[src/rtl/toy_bus_mem_initiator.sv]
// ---------------------------------------------------------------------------
// toy_bus_mem_initiator
//
// Converts single core-side load/store requests into ToyBusReq transactions
// and returns the matching ToyBusAck of a read to the core as a response.
// Only one transaction is in flight at a time. Writes are posted: they finish
// on the bus request handshake. Reads wait for an ack addressed to NODE_ID,
// or for the optional timeout, which returns zero data with err set.
//
// Parameters
//   NODE_ID  bus id of this node (req src_id, matched against ack tgt_id)
//   TGT_ID   bus id of the target memory slave (req tgt_id)
//   TIMEOUT  cycles to wait for a read ack; 0 waits forever
//
// Ports
//   clk, rst_n           clock, synchronous active-low reset
//   core_req_*           core request channel (vld/rdy, addr, wr, data, strb)
//   core_rsp_*           read response channel (vld/rdy, data, err)
//   out0_req_*           bus request channel, payload driven from registers
//   out0_ack_*           bus ack channel, always ready
//   ack_drop             high in any cycle where an accepted ack is discarded
// ---------------------------------------------------------------------------
module toy_bus_mem_initiator #(
    parameter logic [3:0]  NODE_ID = 4'h1,
    parameter logic [3:0]  TGT_ID  = 4'h0,
    parameter logic [15:0] TIMEOUT = 16'd1024
) (
    input  logic        clk,
    input  logic        rst_n,

    input  logic        core_req_vld,
    output logic        core_req_rdy,
    input  logic [31:0] core_req_addr,
    input  logic        core_req_wr,
    input  logic [31:0] core_req_data,
    input  logic [3:0]  core_req_strb,

    output logic        core_rsp_vld,
    input  logic        core_rsp_rdy,
    output logic [31:0] core_rsp_data,
    output logic        core_rsp_err,

    output logic        out0_req_vld,
    input  logic        out0_req_rdy,
    output logic [31:0] out0_req_addr,
    output logic [3:0]  out0_req_strb,
    output logic [31:0] out0_req_data,
    output logic        out0_req_opcode,
    output logic [3:0]  out0_req_src_id,
    output logic [3:0]  out0_req_tgt_id,

    input  logic        out0_ack_vld,
    output logic        out0_ack_rdy,
    input  logic        out0_ack_opcode,
    input  logic [31:0] out0_ack_data,
    input  logic [3:0]  out0_ack_src_id,
    input  logic [3:0]  out0_ack_tgt_id,

    output logic        ack_drop
);

    typedef enum logic [1:0] {
        IDLE,
        REQ,
        WAIT_ACK,
        RSP
    } state_t;

    state_t state;
    state_t state_nxt;

    // Request and response registers
    logic [31:0] req_addr;
    logic [31:0] req_data;
    logic [3:0]  req_strb;
    logic        req_wr;
    logic [31:0] rsp_data;
    logic        rsp_err;
    logic [15:0] cnt;

    // Control strobes from the FSM to the datapath
    logic cap_req;
    logic clr_cnt;
    logic cap_ack;
    logic cap_to;

    logic ack_match;
    logic expired;

    // The ack opcode and source id carry nothing this node needs.
    logic unused_ack_fields;
    assign unused_ack_fields = ^{out0_ack_opcode, out0_ack_src_id};

    assign ack_match = out0_ack_vld && (out0_ack_tgt_id == NODE_ID);
    assign expired   = (TIMEOUT != 16'd0) && (cnt == TIMEOUT - 16'd1);

    // ---------------------------------------------------------------------
    // State register
    // ---------------------------------------------------------------------
    // NOTE: clocked state uses non-blocking assignments so every register
    // samples the pre-edge values, independent of process ordering.
    always_ff @(posedge clk) begin
        if (!rst_n) begin
            state <= IDLE;
        end else begin
            state <= state_nxt;
        end
    end

    // ---------------------------------------------------------------------
    // Next-state and handshake outputs
    // ---------------------------------------------------------------------
    always_comb begin
        // NOTE: every output of this block gets a default first, so no path
        // through the case statement can leave one unassigned (no latches).
        state_nxt    = state;
        core_req_rdy = 1'b0;
        out0_req_vld = 1'b0;
        core_rsp_vld = 1'b0;
        cap_req      = 1'b0;
        clr_cnt      = 1'b0;
        cap_ack      = 1'b0;
        cap_to       = 1'b0;

        case (state)
            IDLE: begin
                core_req_rdy = 1'b1;
                if (core_req_vld) begin
                    cap_req   = 1'b1;
                    state_nxt = REQ;
                end
            end

            REQ: begin
                out0_req_vld = 1'b1;
                if (out0_req_rdy) begin
                    if (req_wr) begin
                        state_nxt = IDLE;
                    end else begin
                        clr_cnt   = 1'b1;
                        state_nxt = WAIT_ACK;
                    end
                end
            end

            WAIT_ACK: begin
                // A matching ack in the expiry cycle still counts as success.
                if (ack_match) begin
                    cap_ack   = 1'b1;
                    state_nxt = RSP;
                end else if (expired) begin
                    cap_to    = 1'b1;
                    state_nxt = RSP;
                end
            end

            RSP: begin
                core_rsp_vld = 1'b1;
                if (core_rsp_rdy) begin
                    state_nxt = IDLE;
                end
            end

            default: state_nxt = IDLE;
        endcase
    end

    // ---------------------------------------------------------------------
    // Datapath registers
    // ---------------------------------------------------------------------
    always_ff @(posedge clk) begin
        if (!rst_n) begin
            req_addr <= 32'h0;
            req_data <= 32'h0;
            req_strb <= 4'h0;
            req_wr   <= 1'b0;
            rsp_data <= 32'h0;
            rsp_err  <= 1'b0;
            cnt      <= 16'h0;
        end else begin
            if (cap_req) begin
                req_addr <= core_req_addr;
                req_data <= core_req_data;
                req_strb <= core_req_strb;
                req_wr   <= core_req_wr;
            end

            // Saturating wait counter: it stops at all-ones instead of
            // wrapping, so a huge TIMEOUT can never be skipped over.
            if (clr_cnt) begin
                cnt <= 16'h0;
            end else if (state == WAIT_ACK && cnt != 16'hFFFF) begin
                cnt <= cnt + 16'd1;
            end

            if (cap_ack) begin
                rsp_data <= out0_ack_data;
                rsp_err  <= 1'b0;
            end else if (cap_to) begin
                rsp_data <= 32'h0;
                rsp_err  <= 1'b1;
            end
        end
    end

    // ---------------------------------------------------------------------
    // Output assignments
    // ---------------------------------------------------------------------
    assign out0_req_addr   = req_addr;
    assign out0_req_data   = req_data;
    assign out0_req_strb   = req_strb;
    assign out0_req_opcode = req_wr;
    assign out0_req_src_id = NODE_ID;
    assign out0_req_tgt_id = TGT_ID;

    assign core_rsp_data   = rsp_data;
    assign core_rsp_err    = rsp_err;

    // The ack channel never back-pressures, so every valid ack is accepted;
    // anything not consumed by WAIT_ACK is discarded, including late acks.
    assign out0_ack_rdy    = 1'b1;
    assign ack_drop        = out0_ack_vld && ((state != WAIT_ACK) || (out0_ack_tgt_id != NODE_ID));

endmodule

[config.mk]
export PLATFORM = sky130hd
export DESIGN_NAME = toy_bus_mem_initiator
export DESIGN_NICKNAME = d
export VERILOG_FILES = /design/src/rtl/toy_bus_mem_initiator.sv
export SDC_FILE = /design/constraint.sdc
export NUM_CORES = 1
export LEC_CHECK = 0
export ABC_AREA = 1
export BUFFER_PORTS_ARGS = -buffer_cell sky130_fd_sc_hd__buf_2
export CORE_MARGIN = 2
export CORE_UTILIZATION = 46
export DETAILED_ROUTE_END_ITERATION = 12
export GPL_ROUTABILITY_DRIVEN = 0
export PLACE_DENSITY = 0.77
export SLEW_MARGIN = 25
export SYNTH_ARGS = -nofsm -noshare
export SYNTH_HDL_FRONTEND = slang
export SYNTH_SLANG_ARGS = --single-unit
export TNS_END_PERCENT = 20
[constraint.sdc]
create_clock -name clk -period 1.8 [get_ports clk]
set_input_delay 0.18 -clock clk [delete_from_list [all_inputs] [get_ports clk]]
set_output_delay 0.18 -clock clk [all_outputs]
set_load 0.01 [all_outputs]
==> results.toml <==
[run_status]
status = "completed"

[timing]
max_freq_mhz = 593
setup_viol_count_final = 0
slew-limit-headroom = 0.353
finalSetupTns_ns = 0
fin_crit_ns = 1.69
maxSlewViolCount = 0
period_share = 0.937
skew_ns = 0.0118
holdWs_ns = 0.165
hold_viol = 0
rsz0062_at_grt = "no"
tightest_slew_ns = 0.964

[power_and_ir_drop]
sw_frac_of_total = 0.286
pwr-share-comb = 0.191
power_leakage_nw = 3.46
peakVddDrop_mv = 0.851
power_mw = 7.97
switching_power_mw = 2.28
powerDensity_mw_per_mm2 = 1060
p_int_mw = 5.69
seqPwrFrac = 0.386
clockPowerShare = 0.423

[floorplan]
die_y_um = 106
start_util = 0.466
io_pins = 231
die_x_um = 106
fp-row-count = 37
core-area_mm2 = 0.0102
design.die.area_mm2 = 0.0112

[logic_synthesis]
synthesis.area_mm2 = 0.00475
async_reset_ff_frac = 0
ys_seq_area_frac = 0.506
syn_area_per_cell_um2 = 7.45
synth_ff_type = "dfxtp_1"
yosysTopAreaCell = "dfxtp_1"
synth-edff-count = 0
ys_seq_elements = 120
yosysWarnings = 0
synth.top_cells.by_area = "dfxtp_1 51%, nor2_1 13%, nand2_1 7.7%"
netlist-cell-type-count = 30
yosys.area.top_type_share = 0.506
synthCells = 638

[place]
io_buffers = 216
hpwl_mm = 8.26

[routing]
vias = 5443
met3_length_mm = 1.26
wl_met1_mm = 5.90
dr.pass1.iters = 5
wl_mm = 15.5
wl_per_cell_um = 14.2
route.detailed.drc = 0
highest_layer = "met4"
route.met2.wl_mm = 7.89
detail-route-antenna-nets = 0
drtIter0Drc = 294
via_per_inst = 4.97

[cts]
clk_path_buf_depth = 2
path_clk_slew_ns = 0.06
cts_sinks = 120
cts-root-buf = "clkbuf_8"
cts_buffers = 17
cts_tree = "yes"
cts_max_level = 4
clk_latency_ns = 0.51

[worst_setup_path]
crit_fanout = 7
worstSetupPathType = "reg -> out"
cp_data_required_time_ns = 1.62
r2r_setup_slack_ns = 0.17
rr_endpoint = "cnt[5]$_SDFFE_PP0P_"
end_kind = "output port"
arrival_ns = 1.51
start_kind = "register"
rr_worst_depth = 8
r2r-start = "cnt[0]$_SDFFE_PP0P_"

[global_route]
antenna_found_initial = 0
grt_pass1_vias = 5372
grt-ovfl-total = 0
grt_max_degree = 72
grt_pass1_wl_mm = 25.4
gr-usage-all-layers = 0.280

[job]
drv_cap = 0

[min_path]
min_path_cells = 6
worstHoldStart = "out0_ack_tgt_id[2]"
hold_end = "core_rsp_data[27]$_SDFFE_PN0P_"
worstHoldPathType = "in -> reg"

[cells_and_area]
syn_to_final_growth_pct = 58.2
final_util = 0.738
fin_nets = 1065
drive_gt1_frac = 0.286
fillers = 719
n_antenna_cell = 0
[cell usage after synthesis, types with 4 or more instances]
library cell  instances
nor2_1              165
dfxtp_1             120
nand2_1              97
o21ai_0              72
a21oi_1              48
nand3_1              40
clkbuf_1             17
buf_2                12
inv_1                12
buf_4                11
xnor2_1               7
inv_2                 6
buf_1                 4
nor3_1                4
xor2_1                4
[critical path, cell delays in order, from the launching register on]
cell and delay [ns]:
dfxtp_1 0.36, buf_4 0.18, nor2_4 0.16, nand2_1 0.09, nand2_1 0.06, inv_1 0.03
buf_2 0.12
[logic make-up after synthesis]
kind of cell / Yosys count / synth area share
other cells: 2 / 0.00158
xor+xnor: 11 / 0.0203
fa+ha+maj: 1 / 0.00263
flops: 120 / 0.506
buf+inv: 66 / 0.0674
compound gates: 121 / 0.128
simple gates: 317 / 0.275
[placed cells by master, fill, tap and decap left out]
cell / count
inv_6: 3
nand3_2: 2
nor2_2: 1
nand2_4: 1
clkbuf_1: 1
nand4_1: 1
conb_1: 9
nand2_1: 97
inv_2: 6
nor3_4: 1
dfxtp_1: 120
buf_2: 216
dlygate4sd3_1: 102
clkbuf_8: 1
clkbuf_16: 16
clkinv_4: 4
a31oi_1: 1
nor2_4: 2
clkinv_2: 1
bufinv_16: 3
inv_1: 12
buf_12: 2
o21ai_0: 72
buf_4: 11
or2_2: 1
xor2_1: 4
xnor2_1: 7
clkinvlp_4: 2
a21oi_1: 48
nand3_1: 40
and2_1: 1
nor2_1: 165
nand2_2: 1
clkinv_1: 1
ha_2: 1
nor3_1: 4
[area by class of cell]
class,instances,area [um2],share of cell area
inverter,19,71.3,0.00949
tap,136,170,0.0226
sequential,120,2400,0.320
clock inverter,13,171,0.0228
clock buffer,18,418,0.0556
timing repair buffer,331,2220,0.296
multi-input combinational,459,2060,0.274
[worst max-delay path by stage]
stage          depth (start not counted)                  end                  start
2_1_floorplan                          9  cnt[1]$_SDFFE_PP0P_    cnt[0]$_SDFFE_PP0P_
3_5_place_dp                           8  cnt[5]$_SDFFE_PP0P_    cnt[0]$_SDFFE_PP0P_
6_report                               6             ack_drop  state[0]$_SDFFE_PN0P_
3_3_place_gp                           8  cnt[1]$_SDFFE_PP0P_    cnt[0]$_SDFFE_PP0P_
4_1_cts                                8  cnt[5]$_SDFFE_PP0P_    cnt[0]$_SDFFE_PP0P_
5_1_grt                                8  cnt[5]$_SDFFE_PP0P_    cnt[0]$_SDFFE_PP0P_
[power by group through the flow]
| stage | Combinational (mW) | Sequential (mW) | Clock (mW) |
|---|---|---|---|
| final | 1.52 | 3.08 | 3.37 |
| after CTS | 1.45 | 3.06 | 3.40 |
| after floorplan | 0.652 | 3.22 | 0 |
| after global placement | 1.27 | 3.10 | 0 |
| after global routing | 1.67 | 3.11 | 3.55 |
| after detailed placement | 1.28 | 3.11 | 0 |
[registers in the layout, indices dropped and copies added (netlist names), named ones only]
name and count:
core_rsp_data 32, out0_req_addr 32, out0_req_data 32, cnt 16, out0_req_strb 4, core_rsp_err 1
out0_req_opcode 1, state 1
[layer usage]
metal / up-vias / global-route usage
met5: - / 0
met4: 0 / 0.119
met1: 2472 / 0.310
met2: 257 / 0.490
li1: 2668 / -
met3: 46 / 0.0915
[per-stage QoR]
step	cell area [um2]	setup slack [ns]	std cells
finish	7510	0.114	1096
global route	7510	0.00466	1096
CTS	7500	0.0600	1094
detailed placement	5890	0.0950	961
global placement	5890	0.176	961
floorplan	4780	0.293	645
[repair_timing]
| item | CTS | global route |
|---|---|---|
| hold endpoints to repair | 102 | 0 |
| hold buffers | 102 | 0 |
| gates resized for setup | 0 | 1 |
| setup buffers | 0 | 2 |
| setup endpoints to repair | 0 | 45 |
Note: power is estimated with default switching activity, not from simulation.
